--- config.mk ---
export PLATFORM = sky130hd
export DESIGN_NAME = cpu_sequencer
export DESIGN_NICKNAME = d
export VERILOG_FILES = /design/src/rtl/cpu_pkg.sv /design/src/rtl/cpu_decoder.sv /design/src/rtl/cpu_sequencer.sv
export SDC_FILE = /design/constraint.sdc
export NUM_CORES = 1
export LEC_CHECK = 0
export ABC_AREA = 1
export CAP_MARGIN = 10
export CORE_MARGIN = 2
export CORE_UTILIZATION = 55
export CTS_CLUSTER_SIZE = 16
export DETAILED_ROUTE_END_ITERATION = 10
export GPL_ROUTABILITY_DRIVEN = 0
export PLACE_DENSITY_LB_ADDON = 0.3
export SLEW_MARGIN = 40
export SYNTH_ARGS = -nofsm -noshare
export SYNTH_HDL_FRONTEND = slang
export SYNTH_SLANG_ARGS = --single-unit
export TNS_END_PERCENT = 100
--- constraint.sdc ---
create_clock -name clk -period 4.5 [get_ports clk]
set_clock_uncertainty 0.15 [all_clocks]
set_input_delay 0.9 -clock clk [delete_from_list [all_inputs] [get_ports clk]]
set_output_delay 0.9 -clock clk [all_outputs]
set_load 0.005 [all_outputs]
--- src/rtl/cpu_pkg.sv ---
// Shared encodings for the accumulator sequencer: FSM states, opcodes, skip codes, ALU modes.
// Latency: n/a (types and constants only).
// Backpressure: n/a.
package cpu_pkg;

    typedef enum logic [3:0] {
        S_IDLE,
        S_FETCH_A,
        S_LOAD_IRA,
        S_FETCH_B,
        S_LOAD_IRB,
        S_DECODE,
        S_MEM_RD,
        S_MBR_LD,
        S_EXEC,
        S_MEM_WR,
        S_HALT
    } state_t;

    localparam logic [3:0] OP_LOAD  = 4'h1;
    localparam logic [3:0] OP_STORE = 4'h2;
    localparam logic [3:0] OP_ADD   = 4'h3;
    localparam logic [3:0] OP_SUB   = 4'h4;
    localparam logic [3:0] OP_AND   = 4'h5;
    localparam logic [3:0] OP_OR    = 4'h6;
    localparam logic [3:0] OP_HALT  = 4'h7;
    localparam logic [3:0] OP_SKIP  = 4'h8;
    localparam logic [3:0] OP_JUMP  = 4'h9;
    localparam logic [3:0] OP_CLEAR = 4'hA;

    localparam logic [1:0] SKIP_NEG   = 2'b00;
    localparam logic [1:0] SKIP_ZERO  = 2'b01;
    localparam logic [1:0] SKIP_POS   = 2'b10;
    localparam logic [1:0] SKIP_NEVER = 2'b11;

    localparam logic [3:0] ALU_NONE = 4'b0000;
    localparam logic [3:0] ALU_ADD  = 4'b0011;
    localparam logic [3:0] ALU_SUB  = 4'b0100;
    localparam logic [3:0] ALU_AND  = 4'b0101;
    localparam logic [3:0] ALU_OR   = 4'b0110;

    // Instruction classes: how the sequencer leaves DECODE.
    localparam logic [2:0] IC_NOP   = 3'd0;
    localparam logic [2:0] IC_MEMRD = 3'd1;
    localparam logic [2:0] IC_STORE = 3'd2;
    localparam logic [2:0] IC_HALT  = 3'd3;
    localparam logic [2:0] IC_SKIP  = 3'd4;
    localparam logic [2:0] IC_JUMP  = 3'd5;
    localparam logic [2:0] IC_CLEAR = 3'd6;

endpackage

--- src/rtl/cpu_decoder.sv ---
// Opcode decoder: maps IRA[7:4] to an instruction class, load flag and ALU mode.
// Latency: combinational.
// Backpressure: none.
module cpu_decoder
    import cpu_pkg::*;
(
    input  logic [3:0] opcode,
    output logic [2:0] iclass,
    output logic       is_load,
    output logic [3:0] alu_sel
);

    always_comb begin
        iclass  = IC_NOP;
        is_load = 1'b0;
        alu_sel = ALU_NONE;
        case (opcode)
            OP_LOAD: begin
                iclass  = IC_MEMRD;
                is_load = 1'b1;
            end
            OP_ADD: begin
                iclass  = IC_MEMRD;
                alu_sel = ALU_ADD;
            end
            OP_SUB: begin
                iclass  = IC_MEMRD;
                alu_sel = ALU_SUB;
            end
            OP_AND: begin
                iclass  = IC_MEMRD;
                alu_sel = ALU_AND;
            end
            OP_OR: begin
                iclass  = IC_MEMRD;
                alu_sel = ALU_OR;
            end
            OP_STORE: iclass = IC_STORE;
            OP_HALT:  iclass = IC_HALT;
            OP_SKIP:  iclass = IC_SKIP;
            OP_JUMP:  iclass = IC_JUMP;
            OP_CLEAR: iclass = IC_CLEAR;
            default:  iclass = IC_NOP;
        endcase
    end

endmodule

--- src/rtl/cpu_sequencer.sv ---
// Two-byte-instruction accumulator sequencer driving a single-port synchronous RAM and an external ALU.
// Latency: 8 cycles for LOAD/ALU ops, 6 for STORE, 5 for SKIP/JUMP/CLEAR/NOP, fetch to fetch.
// Backpressure: none; RAM read data is assumed valid the cycle after the address.
module cpu_sequencer
    import cpu_pkg::*;
#(
    parameter int ADDR_WIDTH = 8,
    parameter int DATA_WIDTH = 8
) (
    input  logic                  clk,
    input  logic                  rst,
    input  logic                  start,
    output logic                  mem_cs,
    output logic                  mem_we,
    output logic                  mem_oe,
    output logic [ADDR_WIDTH-1:0] mem_addr,
    output logic [DATA_WIDTH-1:0] mem_wdata,
    input  logic [DATA_WIDTH-1:0] mem_rdata,
    output logic [DATA_WIDTH-1:0] alu_a,
    output logic [DATA_WIDTH-1:0] alu_b,
    output logic [3:0]            alu_sel,
    input  logic [DATA_WIDTH-1:0] alu_s,
    output logic                  halted,
    output logic                  busy,
    output logic [ADDR_WIDTH-1:0] pc,
    output logic [DATA_WIDTH-1:0] ac
);

    localparam logic [ADDR_WIDTH-1:0] PC_ONE = ADDR_WIDTH'(1);
    localparam logic [ADDR_WIDTH-1:0] PC_TWO = ADDR_WIDTH'(2);

    state_t                state;
    logic [DATA_WIDTH-1:0] ira;
    logic [ADDR_WIDTH-1:0] irb;
    logic [DATA_WIDTH-1:0] mbr;

    logic [2:0]            iclass;
    logic                  is_load;
    logic [3:0]            dec_alu_sel;
    logic                  skip_take;
    logic [ADDR_WIDTH-1:0] pc_next;
    logic                  unused_ira;

    assign unused_ira = ^ira[3:2];

    cpu_decoder u_decoder (
        .opcode  (ira[7:4]),
        .iclass  (iclass),
        .is_load (is_load),
        .alu_sel (dec_alu_sel)
    );

    // Next PC for instructions that resolve in DECODE; PC already points past the operand byte.
    always_comb begin
        skip_take = 1'b0;
        case (ira[1:0])
            SKIP_NEG:  skip_take = ac[DATA_WIDTH-1];
            SKIP_ZERO: skip_take = (ac == '0);
            SKIP_POS:  skip_take = !ac[DATA_WIDTH-1] && (ac != '0);
            default:   skip_take = 1'b0;
        endcase
        pc_next = pc;
        if (iclass == IC_SKIP && skip_take) begin
            pc_next = pc + PC_TWO;
        end else if (iclass == IC_JUMP) begin
            pc_next = irb;
        end
    end

    // Outputs are registered: each transition loads the bus values for the state being entered.
    always_ff @(posedge clk or posedge rst) begin
        if (rst) begin
            state     <= S_IDLE;
            pc        <= '0;
            ira       <= '0;
            irb       <= '0;
            mbr       <= '0;
            ac        <= '0;
            mem_cs    <= 1'b0;
            mem_we    <= 1'b0;
            mem_oe    <= 1'b0;
            mem_addr  <= '0;
            mem_wdata <= '0;
            alu_a     <= '0;
            alu_b     <= '0;
            alu_sel   <= ALU_NONE;
            halted    <= 1'b0;
            busy      <= 1'b0;
        end else begin
            case (state)
                S_IDLE: begin
                    if (start) begin
                        state    <= S_FETCH_A;
                        pc       <= '0;
                        mem_addr <= '0;
                        mem_cs   <= 1'b1;
                        mem_oe   <= 1'b1;
                        busy     <= 1'b1;
                    end
                end
                S_FETCH_A: state <= S_LOAD_IRA;
                S_LOAD_IRA: begin
                    ira      <= mem_rdata;
                    pc       <= pc + PC_ONE;
                    mem_addr <= pc + PC_ONE;
                    state    <= S_FETCH_B;
                end
                S_FETCH_B: state <= S_LOAD_IRB;
                S_LOAD_IRB: begin
                    irb    <= ADDR_WIDTH'(mem_rdata);
                    pc     <= pc + PC_ONE;
                    mem_cs <= 1'b0;
                    mem_oe <= 1'b0;
                    state  <= S_DECODE;
                end
                S_DECODE: begin
                    case (iclass)
                        IC_MEMRD: begin
                            mem_addr <= irb;
                            mem_cs   <= 1'b1;
                            mem_oe   <= 1'b1;
                            state    <= S_MEM_RD;
                        end
                        IC_STORE: begin
                            mem_addr  <= irb;
                            mem_wdata <= ac;
                            mem_cs    <= 1'b1;
                            mem_we    <= 1'b1;
                            state     <= S_MEM_WR;
                        end
                        IC_HALT: begin
                            halted <= 1'b1;
                            busy   <= 1'b0;
                            state  <= S_HALT;
                        end
                        default: begin
                            if (iclass == IC_CLEAR) begin
                                ac <= '0;
                            end
                            pc       <= pc_next;
                            mem_addr <= pc_next;
                            mem_cs   <= 1'b1;
                            mem_oe   <= 1'b1;
                            state    <= S_FETCH_A;
                        end
                    endcase
                end
                S_MEM_RD: state <= S_MBR_LD;
                S_MBR_LD: begin
                    mbr     <= mem_rdata;
                    mem_cs  <= 1'b0;
                    mem_oe  <= 1'b0;
                    alu_sel <= dec_alu_sel;
                    if (!is_load) begin
                        alu_a <= ac;
                        alu_b <= mem_rdata;
                    end
                    state <= S_EXEC;
                end
                S_EXEC: begin
                    ac       <= is_load ? mbr : alu_s;
                    alu_a    <= '0;
                    alu_b    <= '0;
                    alu_sel  <= ALU_NONE;
                    mem_addr <= pc;
                    mem_cs   <= 1'b1;
                    mem_oe   <= 1'b1;
                    state    <= S_FETCH_A;
                end
                S_MEM_WR: begin
                    mem_we   <= 1'b0;
                    mem_oe   <= 1'b1;
                    mem_addr <= pc;
                    state    <= S_FETCH_A;
                end
                S_HALT: state <= S_HALT;
                default: state <= S_IDLE;
            endcase
        end
    end

endmodule

== Word-level counts from Yosys, hierarchy flattened ==
Cells that the tools add are included.

* $add $sub $neg: 2
* Eq/ne operators: 36
* Mux-type cells: 32
* Reductions and logical operators: 32

{| class="wikitable"
|+ Operators by type and width
! cell !! count
|-
| two-way mux 8 bit || 9
|-
| case mux 8 bit (2 select lines) || 4
|-
| case mux 4 bit (10 select lines) || 1
|-
| equality test 4 x 3 -> 1 bit (second input constant) || 8
|-
| case mux 8 bit (4 select lines) || 1
|-
| equality test 4 bit (second input constant) || 6
|-
| case mux 8 bit (3 select lines) || 1
|-
| case mux 3 bit (6 select lines) || 1
|-
| AND reduction 3 bit || 6
|-
| equality test 4 x 2 -> 1 bit (second input constant) || 4
|-
| inequality test 2 bit (second input constant) || 8
|-
| case mux 3 bit (4 select lines) || 1
|-
| case mux 4 bit (3 select lines) || 1
|-
| nonzero test 4 bit || 3
|-
| OR reduction 2 bit || 5
|-
| equality test 3 bit (second input constant) || 3
|-
| adder 8 x 1 -> 8 bit (second input constant) || 1
|-
| adder 8 x 2 -> 8 bit (second input constant) || 1
|-
| equality test 4 x 1 -> 1 bit (second input constant) || 2
|-
| zero test 8 bit || 1
|-
| case mux 1 bit (4 select lines) || 2
|-
| case mux 4 bit (2 select lines) || 1
|-
| AND reduction 2 bit || 4
|-
| nonzero test 2 bit || 4
|-
| 16 further kinds || 24
|}

* Register bits: 85
* Input port bits: 19
* Output and inout bits: 57

== Depth between registers and ports, before layout ==
Gate-level depths: netlist of the first run.

* Word-level depth: 8
* Gate-level depth with buffers: 13
* Gate-level depth less buffers: 13

== Hierarchy ==
From an unflattened synthesis of the first run, not the netlist that was laid out.

* Cell total of the unflattened synthesis: 561
* Area total of the unflattened synthesis: 4379.2 um^2

{| class="wikitable"
|+ Modules (own cells, without submodules)
! module !! instances !! cells each !! area each (um^2)
|-
| cpu_sequencer || 1 || 533 || 4250.3
|-
| cpu_decoder || 1 || 28 || 128.9
|}

== Least setup slack after synthesis of the first run ==
OpenSTA, ideal clock, no wires.

* Kind: input port to flip-flop
* Start point: in start
* End point: reg pc[1]
* Setup time: 0.123 ns
* Arrival time: 1.617 ns
* Required time: 4.227 ns
* Slack: 2.610 ns
* Stages: 9
* Path through: nor2_1 -> inv_1 -> nand2_1 -> nand2_1 -> nand2_4 -> inv_2 -> buf_6 -> nor2_2 -> a21oi_2

* Cells in the longest elaborated chain, start to end: 2

{| class="wikitable"
|+ Ends and longest elaborated chain
! item !! line !! RTL
|-
| start, declared || cpu_sequencer.sv:12 || <nowiki>input logic start,</nowiki>
|-
| inequality test 2 bit (no line) || n/a ||
|-
| AND reduction 3 bit (no line) || n/a ||
|-
| end signal, assigned || cpu_sequencer.sv:104 || <nowiki>pc <= pc + PC_ONE;</nowiki>
|-
| end signal, assigned || cpu_sequencer.sv:111 || <nowiki>pc <= pc + PC_ONE;</nowiki>
|-
| end signal, assigned || cpu_sequencer.sv:140 || <nowiki>pc <= pc_next;</nowiki>
|-
| end, declared || cpu_sequencer.sv:25 || <nowiki>output logic [ADDR_WIDTH-1:0] pc,</nowiki>
|}

No other way between the ends.
A chain may end at the register's enable or synchronous reset.

== Worst setup path in the final report of the first run ==
* Start point: reg pc[2]
* End point: out pc[2]

No word-level cell between the ends.

==> flow_summary.json, run 1 <==
{
  "status": "finished clean",
  "synth_warnings": 0,
  "period_share_pct": 57.57,
  "p_per_area_nw_per_um2": 678.2,
  "maxCapViolations": 0,
  "grt_pass1_vias": 3782,
  "drt-pass1-iter-count": 5,
  "max_freq_ghz": 0.3860,
  "pin_count": 76,
  "crit_family": "flip-flops",
  "final.setup.tns_ns": 0,
  "cp_max_fo": 11,
  "cts_buffer_depth": 2,
  "worst_pin_slew_ns": 0.7067,
  "hpwl_um": 7862,
  "wl_per_cell_um": 15.14,
  "synthesis.area_sq_um": 4259,
  "worst-path-stages": 1,
  "yosys_register_bits": 82,
  "numCtsBuffers": 9,
  "grt_use_total_pct": 26.74,
  "final_cell_area_sq_um": 5240,
  "crit_type": "flip-flop to output port",
  "area_delta_synth_final_pct": 23.03,
  "final_nets": 620,
  "cts_tree": "done",
  "grt_max_degree": 64,
  "ff2ff_path_depth": 8,
  "min_path_type": "flip-flop to flip-flop",
  "path_cells": "clkdlybuf4s50_1",
  "clk_pin_slew_ns": 0.09,
  "hold_buffers": 0,
  "synth_area_per_cell_sq_um": 8.036,
  "crit_slowest_cell": "dfrtp_1",
  "placed_cell_area_sq_um": 5047,
  "grt_pass1_wl_um": 17970,
  "globalRouteOverflowTotal": 0,
  "final_max_slew_viol_count": 0,
  "cts.repair.resized": 0,
  "hold_depth": 2,
  "rows": 32,
  "cts_setup_buffers": 0,
  "synth-seq-area-share_pct": 48.18,
  "hold_viol": 0,
  "diodes": 0,
  "clk_latency_ns": 0.36,
  "rsz0062_at_grt": "false",
  "total_leakage_power_nw": 2.447,
  "avgViaCountPerCell": 5.575,
  "remaining_drc_errors": 0,
  "fillers": 634,
  "syn_inst": 530,
  "grt_antenna_before_repair": 0,
  "critPathBufInv": 1,
  "clock-sinks": 82,
  "arrival_ns": 1.54,
  "cp-start-kind": "flip-flop",
  "irDropWorstVdd_mv": 0.3655,
  "critPathRequiredTime_ns": 3.45,
  "drive_gt1_share_pct": 9.437,
  "yosysUniqueCellTypes": 42,
  "drt-initial-drc-count": 335,
  "die_width_um": 92,
  "min_period_ns": 2.591,
  "finalSetupViolCount": 0,
  "ctsRootBufferMaster": "clkbuf_8",
  "coreArea_sq_um": 7607,
  "cts_htree_levels": 3,
  "ant_nets": 0,
  "start_util_pct": 55.99,
  "vias": 3936,
  "slew-limit-headroom_pct": 52.77,
  "cp-end-kind": "output port",
  "critPathMaxStageDelay_ns": 0.60,
  "totalWireLength_um": 10690,
  "syn_nets": 551,
  "die_h_um": 92,
  "power_mw": 3.554,
  "dieArea_sq_um": 8464,
  "portBuffers": 74
}
[kinds of logic after synthesis]
family                     after synthesis  synth area share, %
and+or+nand+nor                        239                25.73
AOI/OAI and AO/OA                      112                15.04
buffers and inverters                   83                8.050
DFF                                     82                48.18
xor gates and xnor gates                10                2.057
adders and majority gates                2               0.5875
other                                    1              0.08805
muxes                                    1               0.2644
[path summary, 6_finish.rpt]
kind | slack (ns) | end | start
setup / recovery | 1.91 | pc[2] | pc[2]
max in group asynchronous | 2.72 | mem_addr[0] | rst
hold reg to reg | 0.34 | mem_addr[1] | mem_addr[1]
hold / removal | 0.34 | mem_addr[1] | mem_addr[1]
min in group asynchronous | 0.78 | halted | rst
setup reg to reg | 2.18 | mem_addr[6] | state[1]
[flip-flops by register name, summed over array words and instances (netlist names)]
register / cells
alu_b: 8
state: 4
alu_a: 8
alu_sel: 3
halted: 1
mem_addr: 8
irb: 8
mem_oe: 1
ac: 8
pc: 8
mem_we: 1
mem_cs: 1
busy: 1
mbr: 8
ira: 6
mem_wdata: 8
[layout make-up]
cell class                      count  area (sq um)  area share [%]
Clock inverter                      6         65.06           1.242
Sequential cell                    82          2052           39.16
Inverter                           66         255.2           4.871
Clock buffer                       10         127.6           2.436
Timing Repair Buffer               75         748.2           14.28
Tap cell                          102         127.6           2.436
Multi-Input combinational cell    365          1864           35.58
[layout by cell type (no fill, tap or decap), types with 4 or more instances in the layout]
cell,Yosys,final
a21oi_1,9,9
clkbuf_8,0,9
clkdlybuf4s50_1,0,74
dfrtp_1,82,82
inv_1,57,56
inv_2,8,8
nand2_1,133,133
nand2_4,4,4
nand3_1,41,41
nand4_1,4,4
nor2_1,35,35
nor2_2,6,6
nor2_4,7,7
o211ai_1,4,4
o21ai_0,73,73
o21ai_2,4,4
o22ai_1,11,11
xor2_1,8,8
[Yosys cell counts (all sizes together)]
cell type	count	area share, %
o311ai	1	0.21
nor2	49	6.3
inv	66	5.9
o22ai	11	1.6
a31oi	4	0.73
o31ai	1	0.18
mux2	1	0.26
ha	2	0.59
conb	1	0.088
o21ai	79	9.6
dfrtp	82	48
nand2	139	13
nor4	1	0.15
a221oi	1	0.21
nand4	4	0.59
or2	2	0.29
buf	11	1.6
a21oi	10	1.3
xor2	8	1.6
xnor2	2	0.41
nor3	1	0.12
o211ai	5	1.2
nand3b	1	0.18
nand3	42	5.1
clkbuf	6	0.56
[per-stage QoR]
step | std cells | hold slack (ns) | util, % | setup WS (ns)
2_1_floorplan | 530 | 0.3150 | - | 1.342
3_3_place_gp | 690 | 0.3141 | 66.30 | 2.001
3_5_place_dp | 690 | 0.3195 | 66.35 | 2.058
4_1_cts | 706 | 0.3393 | 68.88 | 1.915
5_1_grt | 706 | 0.3650 | 68.88 | 1.852
6_report | 706 | 0.3353 | 68.88 | 1.909
[routing by layer]
layer / up-vias / part of all wire, % / GRT usage (%)
li1: 1862 / - / -
met1: 1852 / 40 / 34.30
met2: 187 / 49 / 43.93
met3: 35 / 8.3 / 6.656
met4: 0 / 2.9 / 10.20
met5: - / 0 / 0
[report_power, final]
part           switching, mW  leakage [nW]  internal (mW)
combinational           1.03          1.29          0.724
clock                  0.278        0.0966          0.258
sequential             0.229          1.06           1.04
total                   1.54          2.45           2.02
(Power assumes the default switching activity.)
==> inputs of run 2 (changes only) <==
--- a/config.mk
+++ b/config.mk
@@ -8,7 +8,7 @@
 export ABC_AREA = 1
 export CAP_MARGIN = 10
 export CORE_MARGIN = 2
-export CORE_UTILIZATION = 55
+export CORE_UTILIZATION = 48
 export CTS_CLUSTER_SIZE = 16
 export DETAILED_ROUTE_END_ITERATION = 10
 export GPL_ROUTABILITY_DRIVEN = 0
==> constraint.sdc (replaced) <==
create_clock -name clk -period 2.3 [get_ports clk]
set_clock_uncertainty 0.15 [all_clocks]
set_input_delay 0.46 -clock clk [delete_from_list [all_inputs] [get_ports clk]]
set_output_delay 0.46 -clock clk [all_outputs]
set_load 0.005 [all_outputs]
==> run 2 against run 1 <==
Effect of this change: via count fell by 2.1%; non-clock buffer count increased by 8; combinational power grew 99%; register-to-register slack worse by 1.9 ns; critical path depth grew 7; clock power up 83%; routed wire length increased by 2.1%; sequential power is 94% higher; critical path type is now flip-flop to flip-flop; critical endpoint is now mem_addr[0]; largest cell class unchanged; highest routed layer unchanged.
==> flow_summary.json, run 2 (synthesized netlist as in run 1, its figures left out) <==
{
  "diodes": 0,
  "grt_max_degree": 38,
  "grt_antenna_before_repair": 0,
  "totalWireLength_um": 10910,
  "final_nets": 628,
  "status": "finished clean",
  "reg2reg_to": "mem_addr[0]",
  "ff2ff_path_depth": 8,
  "grt_pass1_wl_um": 18330,
  "path_cells": "nand2_1, nor2_4, inv_1, nand4_1, nand2_1, inv_2, o21ai_1, nand2_1",
  "hold_viol": 0,
  "crit_type": "flip-flop to flip-flop",
  "final.setup.tns_ns": 0,
  "cts_setup_buffers": 0,
  "multiInputGateArea_sq_um": 1864,
  "period_share_pct": 89.68,
  "max_freq_ghz": 0.4848,
  "most-common-layout-cells": "nand2_1, dfrtp_1, clkdlybuf4s50_1",
  "grt_pass1_vias": 3886,
  "critPathBufInv": 2,
  "irDropWorstVdd_mv": 0.6227,
  "drive_gt1_share_pct": 10.78,
  "critPathRequiredTime_ns": 2.46,
  "clock-sinks": 82,
  "die_width_um": 98.20,
  "grt_use_total_pct": 23.53,
  "cp_max_fo": 9,
  "globalRouteOverflowTotal": 0,
  "rows": 34,
  "fillers": 770,
  "crit_path_frequent_cell": "nand2_1",
  "met1_length_um": 4669,
  "regArea_sq_um": 2052,
  "cp-end-kind": "flip-flop",
  "min_path_type": "input port to asynchronous set/reset pin",
  "die_h_um": 98.20,
  "critPathLaunch": "state[1]",
  "clk_pin_slew_ns": 0.09,
  "worst-path-stages": 8,
  "top_layer": "met4",
  "hold_buffers": 0,
  "setup_ws_ns": 0.2373,
  "ctsRootBufferMaster": "clkbuf_8",
  "arrival_ns": 2.22,
  "holdWs_ns": 0.2832,
  "wl_met3_um": 622,
  "cts_buffer_depth": 2,
  "drt-pass1-iter-count": 5,
  "avgViaCountPerCell": 5.353,
  "r2r_start": "state[1]",
  "fin_cells": 720,
  "total_leakage_power_nw": 2.477,
  "area_delta_synth_final_pct": 24.82,
  "layout_commonest_cell": "nand2_1",
  "numCtsBuffers": 9,
  "vias": 3854,
  "crit_slowest_cell": "dfrtp_1",
  "maxCapViolations": 0,
  "cp-start-kind": "flip-flop",
  "crit_family": "simple AND/OR/NAND/NOR gates",
  "critPathMaxStageDelay_ns": 0.57,
  "cts_htree_levels": 3,
  "pin_count": 76,
  "dp.cells": 704,
  "r2r_slack_ns": 0.24,
  "coreArea_sq_um": 8678,
  "rsz0062_at_grt": "false",
  "crit_path_end": "mem_addr[0]",
  "hpwl_um": 8128,
  "cts_tree": "done",
  "ant_nets": 0,
  "portBuffers": 74,
  "remaining_drc_errors": 0,
  "p_per_area_nw_per_um2": 1302,
  "post-place-ws_ns": 0.2926,
  "min_period_ns": 2.063,
  "drt-initial-drc-count": 228,
  "wl_met2_um": 5151,
  "finalSetupViolCount": 0,
  "cts.repair.resized": 0,
  "start_util_pct": 49.08,
  "clk_latency_ns": 0.36,
  "dieArea_sq_um": 9642,
  "wl_per_cell_um": 15.16,
  "final_max_slew_viol_count": 0
}
run 2: changes by cell type in the layout (fill, tap and decap cells not counted), sizes merged:
cell,previous run,this run
buf,1,9
inv,66,67
bufinv,1,0
clkbuf,10,9
clkinvlp,1,4
clkinv,4,2
run 2: per-stage QoR:
step                      total power, mW  util (%)  area [sq um]
after floorplan                     4.605         -          4263
after global placement              5.823     59.21          5139
after detailed placement            5.924     59.21          5139
after CTS                           6.914     61.26          5316
after global routing                7.457     61.26          5316
final                               6.920     61.26          5316
run 2: report_power, final:
part | internal [mW] | switching, mW | leakage (nW)
sequential | 2.03 | 0.432 | 1.06
combinational | 1.46 | 2.01 | 1.34
clock | 0.399 | 0.583 | 0.0822
total | 3.89 | 3.03 | 2.48
run 2: worst reg2reg max path: cells and delay by family (launching register included):
kind / cells / cell delay (ns)
AND/OR/NAND/NOR: 5 / 0.84
buffers and inverters: 2 / 0.38
flip-flops: 1 / 0.57
AO/OA/AOI/OAI: 1 / 0.09
run 2: how the worst min path moves through the flow:
stage            from     end  slack [ns]
6_report          rst    busy        0.28
5_1_grt           rst  halted        0.31
4_1_cts           rst  mem_cs        0.30
3_5_place_dp   halted  halted        0.31
3_3_place_gp   halted  halted        0.31
2_1_floorplan  halted  halted        0.31
run 2: final cells by class:
type                            count  area share [%]
Sequential cell                    82           38.60
Timing Repair Buffer               83           15.67
Multi-Input combinational cell    365           35.07
Clock inverter                      7           1.012
Inverter                           66           4.778
Tap cell                          108           2.542
Clock buffer                        9           2.330
run 2: layer usage:
metal	up-vias	global-route usage, %
li1	1873	-
met1	1800	30.70
met2	143	37.62
met3	38	4.080
met4	0	12.64
met5	-	0
==> inputs of run 3 (changes only) <==
--- a/config.mk
+++ b/config.mk
@@ -7,6 +7,7 @@
 export LEC_CHECK = 0
 export ABC_AREA = 1
 export CAP_MARGIN = 10
+export CORE_ASPECT_RATIO = 0.75
 export CORE_MARGIN = 2
 export CORE_UTILIZATION = 48
 export CTS_CLUSTER_SIZE = 16
==> run 3 against run 2 <==
Effect of this change: critical path depth is 3 higher; combinational power is 3% higher; sequential share of layout area is 1.2 points lower; fmax is 0.15% lower; largest cell class unchanged; clock power is 63% higher; power is 10% higher; routed wire length is 3.7% higher; largest power group unchanged; register-to-register slack hardly changed; flip-flop and latch count stayed put; first-iteration DRC count is 61% higher; global-route usage is 1.7 points higher; sequential power hardly changed.
==> flow_summary.json, run 3 (synthesized netlist as in run 1, its figures left out) <==
{
  "final_util_pct": 64.37,
  "die_h_um": 85.58,
  "cts.repair.resized": 0,
  "hold_buffers": 0,
  "diodes": 0,
  "drive_gt1_share_pct": 11.07,
  "cts_htree_levels": 3,
  "critPathRequiredTime_ns": 2.38,
  "fin_cells": 722,
  "switching_share_pct": 40.81,
  "arrival_ns": 2.15,
  "ctsRootBufferMaster": "clkbuf_16",
  "grt_pass1_wl_um": 19270,
  "cp_max_fo": 16,
  "power.share.clock_pct": 21.0,
  "globalRouteOverflowTotal": 0,
  "dp.cells": 706,
  "wl_per_cell_um": 15.67,
  "p_int_mw": 4.520,
  "r2r_start": "ira[4]",
  "crit_type": "flip-flop to flip-flop",
  "ant_nets": 0,
  "grt_antenna_before_repair": 0,
  "most-common-layout-cells": "nand2_1, dfrtp_1, clkdlybuf4s50_1",
  "cts_tree": "done",
  "pin_count": 76,
  "combPwrFrac_pct": 47.0,
  "totalWireLength_um": 11320,
  "drt-pass1-iter-count": 7,
  "cts_buffer_depth": 2,
  "grt_pass1_vias": 3840,
  "final.setup.tns_ns": 0,
  "switchingPower_mw": 3.116,
  "start_util_pct": 49.95,
  "cp-end-kind": "flip-flop",
  "clock-sinks": 82,
  "total_leakage_power_nw": 2.567,
  "clk_latency_ns": 0.35,
  "clk_pin_slew_ns": 0.06,
  "slew-limit-headroom_pct": 65.28,
  "rows": 29,
  "die_width_um": 112.8,
  "remaining_drc_errors": 0,
  "rsz0062_at_grt": "false",
  "final_max_slew_viol_count": 0,
  "min_path_type": "flip-flop to flip-flop",
  "fillers": 705,
  "coreArea_sq_um": 8527,
  "min_period_ns": 2.066,
  "seq_power_share_pct": 32.0,
  "area_delta_synth_final_pct": 28.88,
  "hpwl_um": 8301,
  "grt_max_degree": 38,
  "status": "finished clean",
  "drt-initial-drc-count": 367,
  "portBuffers": 74,
  "grt_use_total_pct": 25.24,
  "p_per_area_nw_per_um2": 1391,
  "power_mw": 7.636,
  "cp-start-kind": "flip-flop",
  "final_nets": 630,
  "maxCapViolations": 0,
  "worst_pin_slew_ns": 0.5197,
  "period_share_pct": 89.82,
  "dieArea_sq_um": 9650,
  "layout_commonest_cell": "nand2_1",
  "critPathLaunch": "ira[4]",
  "numCtsBuffers": 9,
  "hold_viol": 0,
  "max_freq_ghz": 0.4841,
  "irDropWorstVdd_mv": 0.6172,
  "finalSetupViolCount": 0,
  "cts_setup_buffers": 0,
  "avgViaCountPerCell": 5.468,
  "vias": 3948,
  "holdCritStartpoint": "halted"
}
==> run 3: worst max-delay path, stage by stage (launching register included) <==
cell	delay, ns
dfrtp_1	0.36
inv_1	0.12
nor2_1	0.20
nand2_1	0.32
o21ai_0	0.27
nand2_1	0.09
nand3_1	0.09
nand2_1	0.06
nand2_1	0.12
nand2_1	0.07
nand2_1	0.06
nand2_1	0.05
==> run 3: worst paths after layout <==
| kind | endpoint | slack, ns | cells past startpoint |
|---|---|---|---|
| worst max-delay path | mem_addr[3] | 0.23 | 11 |
| worst min-delay path | halted | 0.32 | 1 |
| worst max register to register | mem_addr[3] | 0.23 | 11 |
| worst min register to register | halted | 0.32 | 1 |
| max in group asynchronous | mbr[7] | 1.10 | 3 |
| min in group asynchronous | mem_oe | 0.35 | 2 |
==> run 3: layout make-up <==
class                   instances  area [sq um]  area share (%)
clock inverters                 6         96.34           1.755
repair buffers                 85         848.3           15.45
clock buffers                  10         239.0           4.354
multi-input cells             365          1864           33.96
well taps                     108         135.1           2.462
inverters                      66         254.0           4.627
flip-flops and latches         82          2052           37.38
==> run 3: metal layers <==
layer  GRT usage (%)  vias up  part of all wire, %
met2           36.96      176                   44
met5               0        -                    0
met4           7.428        0                  1.3
li1                -     1881                    -
met3           6.078       18                  8.4
met1           37.57     1873                   46
==> run 3: per-stage QoR <==
stage	setup slack, ns	instance area, sq um	hold slack, ns
final	0.2342	5489	0.3188
after global routing	0.01856	5489	0.3506
after CTS	0.2690	5489	0.3247
after detailed placement	0.3050	5154	0.3109
after global placement	0.3107	5154	0.3027
after floorplan	0.5587	4263	0.3150
==> run 3: power groups by stage <==
stage,clock [mW],combinational [mW],sequential (mW)
3_3_place_gp,0,3.45,2.44
4_1_cts,1.62,3.57,2.44
3_5_place_dp,0,3.52,2.46
6_report,1.60,3.59,2.44
2_1_floorplan,0,2.22,2.39
5_1_grt,1.67,4.02,2.51
